File: src/rtl/aes_pkg.sv
// Shared AES definitions: key-size mode encodings, schedule geometry per mode,
// controller state encoding and the GF(2^8) xtime helper.
package aes_pkg;

  typedef enum logic [1:0] {
    MODE_128 = 2'd0,
    MODE_192 = 2'd1,
    MODE_256 = 2'd2,
    MODE_ILL = 2'd3
  } aes_mode_e;

  typedef enum logic [2:0] {
    ST_IDLE   = 3'd0,
    ST_KEYEXP = 3'd1,
    ST_LOAD   = 3'd2,
    ST_ROUND  = 3'd3,
    ST_DONE   = 3'd4
  } aes_state_e;

  localparam logic [5:0] NK_128 = 6'd4;
  localparam logic [5:0] NK_192 = 6'd6;
  localparam logic [5:0] NK_256 = 6'd8;
  localparam logic [3:0] NR_128 = 4'd10;
  localparam logic [3:0] NR_192 = 4'd12;
  localparam logic [3:0] NR_256 = 4'd14;

  function automatic logic [5:0] nk_of(input logic [1:0] mode);
    logic [5:0] nk;
    case (mode)
      MODE_128: nk = NK_128;
      MODE_192: nk = NK_192;
      default:  nk = NK_256;
    endcase
    return nk;
  endfunction

  function automatic logic [3:0] nr_of(input logic [1:0] mode);
    logic [3:0] nr;
    case (mode)
      MODE_128: nr = NR_128;
      MODE_192: nr = NR_192;
      default:  nr = NR_256;
    endcase
    return nr;
  endfunction

  // Index of the final schedule word, 4*(Nr+1)-1.
  function automatic logic [5:0] last_word_of(input logic [1:0] mode);
    logic [5:0] last;
    case (mode)
      MODE_128: last = 6'd43;
      MODE_192: last = 6'd51;
      default:  last = 6'd59;
    endcase
    return last;
  endfunction

  function automatic logic [7:0] xtime(input logic [7:0] b);
    return {b[6:0], 1'b0} ^ (b[7] ? 8'h1B : 8'h00);
  endfunction

endpackage

File: src/rtl/aes_rcon_gen.sv
// Round-constant register: restarts at 01 on init and doubles in GF(2^8) on adv.
module aes_rcon_gen
  import aes_pkg::*;
(
  input  logic       clk,
  input  logic       reset,
  input  logic       init,
  input  logic       adv,
  output logic [7:0] rcon
);

  logic [7:0] rcon_d;
  logic [7:0] rcon_q;

  // Next constant: init wins over advance.
  always_comb begin
    rcon_d = rcon_q;
    if (init) begin
      rcon_d = 8'h01;
    end else if (adv) begin
      rcon_d = xtime(rcon_q);
    end else begin
      rcon_d = rcon_q;
    end
  end

  // Constant register with synchronous active-low reset.
  always_ff @(posedge clk) begin
    if (!reset) begin
      rcon_q <= 8'h01;
    end else begin
      rcon_q <= rcon_d;
    end
  end

  assign rcon = rcon_q;

endmodule

File: src/rtl/aes_round_scheduler.sv
// AES-128/192/256 sequencing controller: key expansion, initial AddRoundKey and
// one round per cycle, with an optional cache of the expanded schedule.
module aes_round_scheduler
  import aes_pkg::*;
#(
  parameter int unsigned KEY_CACHE = 1
) (
  input  logic       CLK,
  input  logic       reset,
  input  logic [1:0] mode,
  input  logic       start,
  input  logic       key_load,
  output logic       busy,
  output logic       done,
  output logic       mode_err,
  output logic       key_word_en,
  output logic [5:0] key_word_idx,
  output logic       key_rot_sub,
  output logic       key_sub_only,
  output logic [7:0] rcon,
  output logic       init_add_en,
  output logic       round_en,
  output logic [3:0] round_idx,
  output logic       final_round
);

  aes_state_e state_d, state_q;
  logic [1:0] mode_d, mode_q;
  logic [5:0] word_idx_d, word_idx_q;
  logic [2:0] pos_d, pos_q;
  logic [3:0] round_d, round_q;
  logic       cache_valid_d, cache_valid_q;
  logic [1:0] cached_mode_d, cached_mode_q;
  logic       kl_seen_d, kl_seen_q;
  logic       mode_err_d, mode_err_q;

  logic       rcon_init_s;
  logic       rcon_adv_s;
  logic [7:0] rcon_s;
  logic [5:0] nk_s;
  logic [3:0] nr_s;
  logic [5:0] last_s;
  logic       hit_s;
  logic       rot_sub_s;

  assign nk_s   = nk_of(mode_q);
  assign nr_s   = nr_of(mode_q);
  assign last_s = last_word_of(mode_q);

  // pos_q tracks i mod Nk without a divider; it restarts at 0 on word Nk.
  assign rot_sub_s = (state_q == ST_KEYEXP) && (pos_q == 3'd0);

  // A key_load coinciding with start forces a fresh expansion.
  assign hit_s = (KEY_CACHE != 32'd0) && cache_valid_q && (cached_mode_q == mode) && !key_load;

  aes_rcon_gen u_rcon (
    .clk   (CLK),
    .reset (reset),
    .init  (rcon_init_s),
    .adv   (rcon_adv_s),
    .rcon  (rcon_s)
  );

  // Next-state and counter logic.
  always_comb begin
    state_d       = state_q;
    mode_d        = mode_q;
    word_idx_d    = word_idx_q;
    pos_d         = pos_q;
    round_d       = round_q;
    cache_valid_d = cache_valid_q & ~key_load;
    cached_mode_d = cached_mode_q;
    kl_seen_d     = kl_seen_q | key_load;
    mode_err_d    = 1'b0;
    rcon_init_s   = 1'b0;
    rcon_adv_s    = 1'b0;
    case (state_q)
      ST_IDLE: begin
        if (start) begin
          if (mode == MODE_ILL) begin
            mode_err_d = 1'b1;
          end else begin
            mode_d    = mode;
            kl_seen_d = 1'b0;
            if (hit_s) begin
              state_d = ST_LOAD;
            end else begin
              state_d     = ST_KEYEXP;
              word_idx_d  = nk_of(mode);
              pos_d       = 3'd0;
              rcon_init_s = 1'b1;
            end
          end
        end else begin
          state_d = ST_IDLE;
        end
      end
      ST_KEYEXP: begin
        rcon_adv_s = rot_sub_s;
        if (word_idx_q == last_s) begin
          state_d       = ST_LOAD;
          word_idx_d    = 6'd0;
          pos_d         = 3'd0;
          // A key written at any point of this expansion leaves the cache stale.
          cache_valid_d = ~(kl_seen_q | key_load);
          cached_mode_d = mode_q;
        end else begin
          word_idx_d = word_idx_q + 6'd1;
          if ({3'b000, pos_q} == (nk_s - 6'd1)) begin
            pos_d = 3'd0;
          end else begin
            pos_d = pos_q + 3'd1;
          end
        end
      end
      ST_LOAD: begin
        state_d = ST_ROUND;
        round_d = 4'd1;
      end
      ST_ROUND: begin
        if (round_q == nr_s) begin
          state_d = ST_DONE;
          round_d = 4'd0;
        end else begin
          round_d = round_q + 4'd1;
        end
      end
      ST_DONE: begin
        state_d = ST_IDLE;
      end
      default: begin
        state_d = ST_IDLE;
      end
    endcase
  end

  // Controller state registers.
  always_ff @(posedge CLK) begin
    if (!reset) begin
      state_q       <= ST_IDLE;
      mode_q        <= MODE_128;
      word_idx_q    <= 6'd0;
      pos_q         <= 3'd0;
      round_q       <= 4'd0;
      cache_valid_q <= 1'b0;
      cached_mode_q <= MODE_128;
      kl_seen_q     <= 1'b0;
      mode_err_q    <= 1'b0;
    end else begin
      state_q       <= state_d;
      mode_q        <= mode_d;
      word_idx_q    <= word_idx_d;
      pos_q         <= pos_d;
      round_q       <= round_d;
      cache_valid_q <= cache_valid_d;
      cached_mode_q <= cached_mode_d;
      kl_seen_q     <= kl_seen_d;
      mode_err_q    <= mode_err_d;
    end
  end

  assign busy         = (state_q != ST_IDLE);
  assign done         = (state_q == ST_DONE);
  assign mode_err     = mode_err_q;
  assign key_word_en  = (state_q == ST_KEYEXP);
  assign key_word_idx = word_idx_q;
  assign key_rot_sub  = rot_sub_s;
  assign key_sub_only = (state_q == ST_KEYEXP) && (nk_s == NK_256) && (pos_q == 3'd4);
  assign rcon         = (state_q == ST_KEYEXP) ? rcon_s : 8'h00;
  assign init_add_en  = (state_q == ST_LOAD);
  assign round_en     = (state_q == ST_ROUND);
  assign round_idx    = round_q;
  assign final_round  = (state_q == ST_ROUND) && (round_q == nr_s);

endmodule

File: config.mk
export PLATFORM = sky130hd
export DESIGN_NAME = aes_round_scheduler
export DESIGN_NICKNAME = d
export VERILOG_FILES = /design/src/rtl/aes_pkg.sv /design/src/rtl/aes_rcon_gen.sv /design/src/rtl/aes_round_scheduler.sv
export SDC_FILE = /design/constraint.sdc
export NUM_CORES = 1
export LEC_CHECK = 0
export CORE_ASPECT_RATIO = 0.9
export CORE_MARGIN = 8
export CORE_UTILIZATION = 50
export DETAILED_ROUTE_END_ITERATION = 10
export GPL_ROUTABILITY_DRIVEN = 0
export GPL_TIMING_DRIVEN = 0
export PLACE_DENSITY_LB_ADDON = 0.05
export SYNTH_ARGS = -nofsm -noshare
export SYNTH_HDL_FRONTEND = slang
export SYNTH_SLANG_ARGS = --single-unit
File: constraint.sdc
create_clock -name CLK -period 2.4 [get_ports CLK]
set_input_delay 0.24 -clock CLK [delete_from_list [all_inputs] [get_ports CLK]]
set_output_delay 0.24 -clock CLK [all_outputs]
set_load 0.03 [all_outputs]
Word-level counts from Yosys, hierarchy flattened
Cells that the tools add are included.
Widths: inputs -> output; s select.
Word-level totals
  flip-flop bits (word level): 31
  bits in latches: 0
  RAM bits: 0
  memory bits (read-only): 0
  input port bits: 6
  output and inout port bits: 27
  logic and storage cells: 96
  memories kept: 0
Operators by class
  $add $sub $neg: 4
  $mul: 0
  divide/modulo/power cells: 0
  $lt $le $gt $ge: 0
  equal/unequal tests: 19
  shifts and indexed selects: 0
  mux-type cells: 36
  bitwise logic cells: 7
  reduce and logical (&&, ||, !) cells: 20
Operators by type and width (count)
  $mux 3: 9
  $mux 6: 4
  $pmux 4 s2: 3
  $pmux 3 s2: 2
  $pmux 3 s4: 1
  $pmux 6 s2: 1
  $mux 1: 11
  $pmux 5 s2: 1
  $reduce_and 3->1: 3
  $mux 8: 1
  $xor 8x8->8: 1
  $add 6x1->6 const B: 1
  $eq 3x2->1 const B: 2
  $eq 3x3->1 const B: 2
  $eq 3x6->1: 1
  $eq 6x4->1 const B: 1
  $eq 6x6->1: 1
  $logic_and 1x1->1: 6
  $logic_not 3->1: 2
  $ne 2x2->1 const B: 3
  $sub 6x1->6 const B: 1
  $mux 5: 1
  $add 4x1->4 const B: 1
  $eq 2x1->1 const B: 2
  other kinds (19): 25

Longest topological paths before layout
  depth in word-level cells: 8
  gate-level depth with buffers: 6
  depth with buffers taken out: 6

Modules after synthesis
A second synthesis with hierarchy kept.
Second synthesis, totals
  cell total of the unflattened synthesis: 199
  area total of the unflattened synthesis: 1771.7 um^2
By module, submodules not included
  aes_round_scheduler: times used 1, cells an instance 168, area an instance 1436.4 um^2, sequential area each 460.4 um^2
  aes_rcon_gen: times used 1, cells an instance 31, area an instance 335.3 um^2, sequential area each 160.2 um^2

Worst setup path after synthesis
Ideal clock, no wire load.
  path type: flip-flop to output port
  start: reg round_q[1] (netlist: round_idx[1])
  end: out final_round
  arrival: 1816 ps
  required time: 2160 ps
  path slack: 344 ps
  cell stages (with the launch flop): 5
  path buffers: 0
  cells stage by stage: dfxtp_1 or3b_1 a311oi_2 nand2_1 nor2_1
Between the ends
  word-level cells in the longest chain between the ends: 2
Ends and longest elaborated chain
  from (decl): RTL line aes_round_scheduler.sv:31  | logic [3:0] round_d, round_q;
  from (signal assigned): RTL line aes_round_scheduler.sv:154  | round_q <= round_d;
  $eq 4x4->1: RTL line aes_round_scheduler.sv:173  | assign final_round = (state_q == ST_ROUND) && (round_q == nr_s);
  $logic_and 1x1->1: RTL line aes_round_scheduler.sv:173
  to (decl): RTL line aes_round_scheduler.sv:24  | output logic final_round
Every way passes these cells.

Worst setup path in the final report
Ends and elaborated chain as after synthesis.

==> qor.yml <==
syn_avg_cell_area_sq_um: 8.62
drive_gt1_share_pct: 8.26
synth_xor_xnor_area_share_pct: 3.18
syn_nets: 202
outcome: "completed"
reg2reg_depth: 5
drtIter0Drc: 81
min_delay_path_depth: 1
synth_common_cells: "31 x dfxtp_1, 22 x nor2_1, 13 x o21ai_0, 10 x and3_1"
max_freq_mhz: 443
worstSetupPathType: "register to output pin"
r2r-start: "round_idx[1]"
drc: 0
synth_edf_count: 0
yosys-top-cells-area: "dfxtp_1 38%, nor2_1 5.0%, a211oi_1 4.1%, o21ai_0 3.9%, and3_1 3.8%"
drv_cap: 0
grt_pass1_wl_microns: 6930
max_slew_margin_pct: 61.3
cts_buffers: 5
synth_top_area_share_pct: 37.5
vias: 1556
post-route-period-util_pct: 94.0
yosys-mux-area-fraction_pct: 2.42
hp-start: "kl_seen_q"
htreeDepth: 2
clkTransAtPathRegs_ns: 0.06
ys_seq_area_share_pct: 37.5
synthToLayoutAreaGrowth_pct: 28.6
rsz0062_at_grt: "no"
hold_buffers: 0
clock_skew_ns: 0.00731
std_cell_rows: 20
cts-root-buf: "clkbuf_8"
cp_slowest_stage_delay_ns: 0.43
crit_path_start_kind: "register"
yosys.area_share.adder_pct: 3.03
synth.cell_area_sq_um: 1650
wl_per_cell_microns: 15.3
maxSlewViolCount: 0
synthCells: 192
finalCriticalPeriod_ns: 2.26
antenna_found_initial: 0
grt_max_degree: 11
clockBufferDepth: 2
hold_viol_final: 0
post-place-ws_ns: 0.0231
synth.distinct_cells: 49
worstPathCellList: "or3b_1 > a311oi_4 > nand2_1 > nor2_1 > clkdlybuf4s15_2"
ant_nets: 0
hpwlAfterDp_microns: 3060
grt_usage_pct: 15.5
worst_pin_slew_ns: 0.579
p_per_area_nw_per_um2: 658
nNetsFinal: 241
yosysTopAreaCell: "dfxtp_1"
async_reset_ff_share_pct: 0
leakage_nw: 0.813
synth_compound_area_share_pct: 22.4
drt_pass1_iterations: 4
fin_ws_ns: 0.144
ff2ff_setup_slack_ns: 0.59
synth_top_family_by_area: "simple AND/OR/NAND/NOR gates"
via_per_inst: 5.68
yosys.area_share.simple_pct: 26.9
cts_setup_buffers: 0
synth-warning-count: 0
cts.sinks: 31
die_width_microns: 76.6
hold_end: "cache_valid_q"
worstPathRequired_ns: 2.16
synth_ff_type: "dfxtp_1"
cp.arrival_ns: 2.02
clk_latency_ns: 0.28
n_antenna_cell: 0
die_h_microns: 70.6
grt-ovfl-total: 0
setup-violations-final: 0
cp_max_fo: 7
critPathBufInv: 1
hold_class: "register to register"
utilization_pct: 64.9
wl_microns: 4200
cts_tree: "built"
slowest_stage: "dfxtp_1"
ir_worst_vdd_mv: 0.384
synth_seq_cells: 31
yosysMostFrequentCell: "dfxtp_1"
core-area_sq_um: 3280
ioPinCount: 33
reg2reg_to: "round_idx[2]"
start_util_pct: 50.5
grt_pass1_vias: 1537
tns_ns: 0
dieArea_sq_um: 5410
path_delay_family: "simple AND/OR/NAND/NOR gates"
numPortBuffers: 32
cp-end-kind: "output pin"
==> power by group <==
part	switching (mW)	internal [mW]
Clock	0.177	0.193
Sequential	0.0462	0.556
Combinational	0.257	0.171
Total	0.481	0.919
==> cell families (layout without fill, tap and decap cells) <==
logic type / Yosys count / in the layout
compound gates: 51 / 51
xor+xnor: 6 / 6
fa+ha+maj: 4 / 4
buf+inv: 17 / 55
flops: 31 / 31
mux: 4 / 4
simple gates: 79 / 79
==> area by class of cell <==
class | count | area (sq um)
Multi-Input combinational cell | 144 | 976
Fill cell | 273 | 1150
Buffer | 8 | 45.0
Timing Repair Buffer | 32 | 324
Inverter | 9 | 33.8
Sequential cell | 31 | 621
Clock buffer | 6 | 72.6
Tap cell | 44 | 55.1
==> how the worst max path moves through the flow <==
stage                             end  slack (ns)  depth (start not counted)    startpoint
after global routing      key_rot_sub       0.004                          5    state_q[1]
after CTS                     rcon[6]        0.02                          4    state_q[0]
after floorplan           final_round        0.34                          4  round_idx[1]
final                     final_round        0.14                          5  round_idx[1]
after global placement    final_round        0.04                          5     mode_q[0]
after detailed placement  final_round        0.02                          5     mode_q[0]
==> placed cells by master (no fill, tap or decap), drive strengths merged, types with 2 or more instances in the layout <==
master	n
clkdlybuf4s15	2
inv	9
dfxtp	31
o21ai	16
mux2i	4
a31o	2
nand3	6
a311oi	3
nand2b	6
nand2	10
xnor2	4
nand4b	2
nor4b	2
nor3	3
nand3b	3
o311a	2
nor4	3
clkdlybuf4s50	29
a211oi	10
and3	10
a21oi	4
o211a	2
nor3b	2
xor2	2
a31oi	4
nor2b	2
a21boi	2
buf	2
nor4bb	2
clkbuf	12
ha	4
nor2	24
==> through the flow <==
step	cells	power, mW	area, sq um	hold slack (ns)
after floorplan	192	0.889	1650	0.309
after global placement	268	1.02	2030	0.449
after detailed placement	268	1.03	2030	0.466
after CTS	274	1.40	2100	0.474
after global routing	274	1.49	2130	0.500
final	274	1.40	2130	0.476
==> sequential cells by signal, summed over array words and instances (netlist names), 2 cells and up <==
register	flops
cached_mode_q	2
key_word_idx	6
mode_q	2
pos_q	3
round_idx	4
state_q	3
u_rcon.rcon	8
==> layer usage <==
layer / part of all wire (%) / GRT usage [%] / vias up / wire length, microns
met3: 5.8 / 6.84 / 4 / 242
met4: 0.55 / 4.26 / 0 / 23
li1: - / - / 783 / -
met2: 48 / 26.0 / 35 / 2010
met1: 46 / 17.4 / 734 / 1930
met5: 0 / 0 / - / 0
==> timing repair <==
action / 4_1_cts / 5_1_grt
pin swaps: 0 / 1
resized for setup: 4 / 10
setup endpoints to repair: 2 / 11
==> worst reg2reg max path, cell delays in order, from the launching register on <==
cell and delay (ns):
dfxtp_1 0.43, or3b_1 0.42, a311oi_4 0.32, nand2b_1 0.23, o21ai_1 0.08, a31o_1 0.22
(Power assumes the default switching activity.)
